## src/rtl/abnormality_alarm_controller.sv

```systemverilog
`default_nettype none
// ============================================================================
// Module      : abnormality_alarm_controller
// Description : Downstream responder to the temperature abnormality detector.
//               Debounces the raw abnormality flag. A confirmed abnormality
//               raises a latched operator alarm. The alarm is held until the
//               operator acknowledges it and the condition has stayed clear
//               for CLEAR_CYCLES samples. Confirmed events are counted in a
//               saturating counter.
//
// Optional    : `define ALARM_TIMEOUT_EN adds an unacknowledged-alarm timer
//               and the alarmEscalate output.
//
// Ports       : clk                    - system clock, rising edge
//               reset                  - asynchronous, active-high reset
//               temperatureAbnormality - raw abnormality flag, sampled each clk
//               alarmAck               - operator acknowledge (pulse or level)
//               alarmActive            - alarm indicator, high in ALARM/HOLD
//               alarmPending           - high in ALARM only (awaiting ack)
//               eventCount             - confirmed events, saturating
//               alarmState             - state (0 NORMAL,1 ARMING,2 ALARM,3 HOLD)
//               alarmEscalate          - (ALARM_TIMEOUT_EN only) sticky flag,
//                                        set after TIMEOUT_CYCLES in ALARM
//
// Revision    : 1.0 - initial release
// ============================================================================
module abnormality_alarm_controller #(
    parameter int DEBOUNCE_CYCLES = 4,
    parameter int CLEAR_CYCLES    = 4,
    parameter int CNT_WIDTH       = 8,
    parameter int TIMEOUT_CYCLES  = 16
) (
    input  logic                 clk,
    input  logic                 reset,
    input  logic                 temperatureAbnormality,
    input  logic                 alarmAck,
    output logic                 alarmActive,
    output logic                 alarmPending,
    output logic [CNT_WIDTH-1:0] eventCount,
    output logic [1:0]           alarmState
`ifdef ALARM_TIMEOUT_EN
    ,
    output logic                 alarmEscalate
`endif
);

    // ------------------------------------------------------------------
    // Counter widths: clog2 of the cycle count, never narrower than 1 bit.
    // ------------------------------------------------------------------
    localparam int c_DCNT_W = (DEBOUNCE_CYCLES > 1) ? $clog2(DEBOUNCE_CYCLES) : 1;
    localparam int c_CCNT_W = (CLEAR_CYCLES > 1)    ? $clog2(CLEAR_CYCLES)    : 1;

    localparam logic [c_DCNT_W-1:0]  c_DCNT_LAST = c_DCNT_W'(DEBOUNCE_CYCLES - 1);
    localparam logic [c_DCNT_W-1:0]  c_DCNT_ONE  = c_DCNT_W'(1);
    localparam logic [c_CCNT_W-1:0]  c_CCNT_LAST = c_CCNT_W'(CLEAR_CYCLES - 1);
    localparam logic [c_CCNT_W-1:0]  c_CCNT_ONE  = c_CCNT_W'(1);
    localparam logic [CNT_WIDTH-1:0] c_CNT_MAX   = {CNT_WIDTH{1'b1}};
    localparam logic [CNT_WIDTH-1:0] c_CNT_ONE   = CNT_WIDTH'(1);

    // ------------------------------------------------------------------
    // State encoding
    // ------------------------------------------------------------------
    typedef enum logic [1:0] {
        S_NORMAL = 2'd0,
        S_ARMING = 2'd1,
        S_ALARM  = 2'd2,
        S_HOLD   = 2'd3
    } state_t;

    state_t                r_state;
    logic [c_DCNT_W-1:0]   r_debounceCnt;
    logic [c_CCNT_W-1:0]   r_clearCnt;
    logic [CNT_WIDTH-1:0]  r_eventCount;
    logic                  r_alarmActive;
    logic                  r_alarmPending;

    logic [CNT_WIDTH-1:0]  w_eventCountNext;

    // Saturating increment: holds at all-ones instead of wrapping.
    assign w_eventCountNext = (r_eventCount == c_CNT_MAX) ? r_eventCount
                                                          : (r_eventCount + c_CNT_ONE);

    // ------------------------------------------------------------------
    // Main FSM. alarmActive/alarmPending are registered alongside the
    // state so that they change on exactly the same edge as alarmState.
    // ------------------------------------------------------------------
    always_ff @(posedge clk or posedge reset) begin
        if (reset) begin
            r_state        <= S_NORMAL;
            r_debounceCnt  <= '0;
            r_clearCnt     <= '0;
            r_eventCount   <= '0;
            r_alarmActive  <= 1'b0;
            r_alarmPending <= 1'b0;
        end else begin
            case (r_state)
                S_NORMAL: begin
                    // Acknowledge has no meaning here and is ignored.
                    if (temperatureAbnormality) begin
                        if (DEBOUNCE_CYCLES == 1) begin
                            r_state        <= S_ALARM;
                            r_eventCount   <= w_eventCountNext;
                            r_alarmActive  <= 1'b1;
                            r_alarmPending <= 1'b1;
                        end else begin
                            r_state       <= S_ARMING;
                            r_debounceCnt <= c_DCNT_ONE;
                        end
                    end
                end

                S_ARMING: begin
                    if (!temperatureAbnormality) begin
                        // Glitch shorter than the debounce window.
                        r_state       <= S_NORMAL;
                        r_debounceCnt <= '0;
                    end else if (r_debounceCnt == c_DCNT_LAST) begin
                        // Confirmed. An ack on this same edge is ignored, so
                        // the alarm is always seen as pending at least once.
                        r_state        <= S_ALARM;
                        r_debounceCnt  <= '0;
                        r_eventCount   <= w_eventCountNext;
                        r_alarmActive  <= 1'b1;
                        r_alarmPending <= 1'b1;
                    end else begin
                        r_debounceCnt <= r_debounceCnt + c_DCNT_ONE;
                    end
                end

                S_ALARM: begin
                    // Latched: only the operator can move us on.
                    if (alarmAck) begin
                        r_state        <= S_HOLD;
                        r_clearCnt     <= '0;
                        r_alarmPending <= 1'b0;
                    end
                end

                S_HOLD: begin
                    // Re-assertion restarts the clear window but is not a
                    // new event.
                    if (temperatureAbnormality) begin
                        r_clearCnt <= '0;
                    end else if (r_clearCnt == c_CCNT_LAST) begin
                        r_state       <= S_NORMAL;
                        r_clearCnt    <= '0;
                        r_alarmActive <= 1'b0;
                    end else begin
                        r_clearCnt <= r_clearCnt + c_CCNT_ONE;
                    end
                end

                default: begin
                    r_state        <= S_NORMAL;
                    r_debounceCnt  <= '0;
                    r_clearCnt     <= '0;
                    r_alarmActive  <= 1'b0;
                    r_alarmPending <= 1'b0;
                end
            endcase
        end
    end

    assign alarmActive  = r_alarmActive;
    assign alarmPending = r_alarmPending;
    assign eventCount   = r_eventCount;
    assign alarmState   = r_state;

`ifdef ALARM_TIMEOUT_EN
    // ------------------------------------------------------------------
    // Unacknowledged-alarm timer. The timer holds the number of edges
    // already spent in ALARM; the edge that would bring it to
    // TIMEOUT_CYCLES sets the sticky escalation flag instead. The flag is
    // only ever set inside ALARM, so clearing it on the ack transition is
    // sufficient.
    // ------------------------------------------------------------------
    localparam int c_TMR_W = (TIMEOUT_CYCLES > 1) ? $clog2(TIMEOUT_CYCLES) : 1;
    localparam logic [c_TMR_W-1:0] c_TMR_LAST = c_TMR_W'(TIMEOUT_CYCLES - 1);
    localparam logic [c_TMR_W-1:0] c_TMR_ONE  = c_TMR_W'(1);

    logic [c_TMR_W-1:0] r_timer;
    logic               r_alarmEscalate;

    always_ff @(posedge clk or posedge reset) begin
        if (reset) begin
            r_timer         <= '0;
            r_alarmEscalate <= 1'b0;
        end else if (r_state == S_ALARM) begin
            if (alarmAck) begin
                r_timer         <= '0;
                r_alarmEscalate <= 1'b0;
            end else if (r_timer == c_TMR_LAST) begin
                r_alarmEscalate <= 1'b1;
            end else begin
                r_timer <= r_timer + c_TMR_ONE;
            end
        end else begin
            r_timer <= '0;
        end
    end

    assign alarmEscalate = r_alarmEscalate;
`endif

endmodule
`default_nettype wire

```

## config.mk

```make
export PLATFORM = sky130hd
export DESIGN_NAME = abnormality_alarm_controller
export DESIGN_NICKNAME = d
export VERILOG_FILES = /design/src/rtl/abnormality_alarm_controller.sv
export SDC_FILE = /design/constraint.sdc
export NUM_CORES = 1
export LEC_CHECK = 0
export CORE_ASPECT_RATIO = 1.25
export CORE_MARGIN = 8
export CORE_UTILIZATION = 49
export CTS_CLUSTER_SIZE = 10
export DETAILED_ROUTE_END_ITERATION = 8
export PLACE_DENSITY_LB_ADDON = 0.2
export SETUP_SLACK_MARGIN = 0.1
export SYNTH_ARGS = -nofsm -noshare
export SYNTH_HDL_FRONTEND = slang
export SYNTH_SLANG_ARGS = --single-unit
export TNS_END_PERCENT = 1
```

## constraint.sdc

```tcl
create_clock -name clk -period 2.1 [get_ports clk]
set_input_delay 0.315 -clock clk [delete_from_list [all_inputs] [get_ports clk]]
set_output_delay 0.315 -clock clk [all_outputs]
set_load 0.01 [all_outputs]
```

==> reports/metrics.yaml <==
timing:
  relSlewSlack_pct: 60.04
  tightest_slew_ps: 598.8
  hold_viol_final: 0
  hold_ws_ps: 397.8
  finClkSkew_ps: 6.235
  rsz0062_at_grt: "no"
  setup_viol: 0
  layout_setup_ws_ps: 286.5
  max_freq_mhz: 551.4
  min_period_over_period_pct: 86.36
  period_needed_ps: 1813
  finalMaxSlewViolations: 0
  tns_ps: 0
synthesis:
  yosysMostFrequentCell: "dfrtp_1"
  synth.yosys.seq_area_share_pct: 47.27
  syn_avg_cell_area_um2: 9.850
  synthTopCellsByArea: "dfrtp_1 (47%), mux2_1 (5.3%), a21oi_1 (4.7%)"
  ys_ff_latch: 16
  synth_cells: 86
  async_flop_share_pct: 100.0
  synthTopCellsByCount: "dfrtp_1 (16), a21oi_1 (8), nor2_1 (8), inv_1 (7), nand2_1 (7)"
  yosys_warnings: 0
  syn_nets: 93
  synthFlopType: "dfrtp_1"
  mappedNetlistArea_um2: 847.1
  yosysUniqueCellTypes: 28
  yosys.area.top_type: "dfrtp_1"
  synth-edff-count: 0
  synth_top_area_share_pct: 47.27
layout:
  layout-drive-gt1-share_pct: 7.843
  insertedDiodeCount: 0
  nFillCells: 160
  seq_area_um2: 400.4
  fin_nets: 111
  fin_area_um2: 1032
  area_growth_pct: 21.86
  multiInputGateArea_um2: 401.6
  final_util_pct: 60.66
  fin_cells: 121
clock_tree:
  cts-root-buf: "clkbuf_4"
  path_clk_slew_ps: 90
  cts.repair.resized: 0
  clock_path_buffers: 2
  cts_tree: "built"
  htreeDepth: 1
  numCtsBuffers: 3
  clock_latency_ps: 280
  cts_hold_buf: 0
  clock_sinks: 16
  cts_setup_buffers: 0
setup_path:
  worst_r2r_path_depth: 4
  critPathSlowestCell: "clkdlybuf4s50_1"
  critical_path_class: "flop to primary output"
  path_delay_family: "buffers and inverters"
  ff2ff_setup_slack_ps: 460
  crit_required_ps: 1780
  worstSetupEndpoint: "alarmState[1]"
  cp_max_fo: 15
  r2r_start: "eventCount[0]"
  path_buf_inv: 1
  cp.arrival_ps: 1500
  worst_setup_path_start_kind: "flop"
  critical_path_cell_count: 1
  path_cells: "clkdlybuf4s50_1"
  critical-path-max-stage-delay_ps: 620
  cp-end-kind: "primary output"
  crit-reg2reg-capture: "eventCount[1]"
global_routing:
  grt_pass1_vias: 666
  antenna_found_initial: 0
  grtUsageTotal_pct: 10.64
  grt_pass1_wl_um: 2829
  grt_remaining_overflow: 0
  grt_max_degree: 17
placed_design:
  dp.cells: 118
  placed_cell_area_um2: 1010
  pre_cts_ws_ps: 292.3
  place_hpwl_um: 1291
  portBuffers: 15
  globalplace.congestion: 0.7202
route:
  postRouteAntennaNets: 0
  drtPass1Iterations: 4
  drt_wl_total_um: 1713
  drt-wirelength-per-cell_um: 14.16
  num_vias: 683
  dr.first_iter.drc_count: 15
  via_per_inst: 5.645
  remaining_drc_errors: 0
die:
  die_height_um: 62.49
  die_area_um2: 3324
  io-pin-count: 16
  die_width_um: 53.19
  start_util_pct: 49.78
  core_area_um2: 1702
  num_rows: 17
pwr:
  ir_drop_mv: 0.4868
  power_density_nw_per_um2: 939.1
  power_uw: 969.4
  power.leakage_nw: 0.4434
run_status:
  status: "finished, final reports clean"
run:
  cap_violations: 0
min_path:
  holdCritPathClass: "input pin to async pin"
layer usage:
| layer | up-vias | share of wire, % | GRT usage (%) |
|---|---|---|---|
| li1 | 339 | - | - |
| met1 | 324 | 44 | 12.66 |
| met2 | 16 | 50 | 17.35 |
| met3 | 4 | 5.0 | 2.143 |
| met4 | 0 | 1.3 | 4.747 |
| met5 | - | 0 | 0 |
cell type report:
class / instances / share of cell area [%]
tap: 19 / 2.303
multi-input combinational: 60 / 38.91
timing repair buffer: 16 / 15.27
sequential: 16 / 38.79
clock buffer: 3 / 2.182
inverter: 7 / 2.545
worst min-delay path by stage:
stage                                 from                to  slack (ps)  depth (start not counted)
after floorplan                      reset         async pin         230                          1
after global placement       r_clearCnt[1]     r_clearCnt[1]         490                          1
after detailed placement  r_debounceCnt[1]  r_debounceCnt[1]         500                          2
after CTS                            reset         async pin         430                          2
after global routing                 reset     eventCount[4]         460                          2
final                                reset         async pin         400                          2
cells by family after synthesis:
group / after synthesis / synth area share [%]
buffers and inverters: 10 / 5.318
and+or+nand+nor: 29 / 18.76
muxes: 6 / 7.681
adders and majority gates: 3 / 4.432
xor gates and xnor gates: 1 / 1.034
AOI/OAI and AO/OA: 21 / 15.51
DFF: 16 / 47.27
state kept, by name (all words and copies together) (netlist names), named ones only:
register,count
alarmActive,1
eventCount,8
alarmState,1
r_debounceCnt,2
alarmPending,1
r_clearCnt,2
power by group:
group	total (mW)	leakage (nW)	internal (mW)	switching, mW
combinational	0.327	0.226	0.180	0.146
clock	0.156	0.0138	0.0665	0.0899
sequential	0.486	0.203	0.383	0.103
total	0.969	0.443	0.630	0.340
layout by cell type, fill, tap and decap left out, types with 3 or more instances in the layout:
cell type / Yosys / layout
nand3_1: 4 / 4
clkdlybuf4s50_1: 0 / 15
nor2_1: 8 / 8
a21oi_1: 8 / 8
dfrtp_1: 16 / 16
mux2_1: 4 / 4
clkbuf_4: 0 / 3
inv_1: 7 / 7
ha_1: 3 / 3
nand2_1: 7 / 7
o21ai_0: 3 / 3
Note: power is estimated with default switching activity, not from simulation.
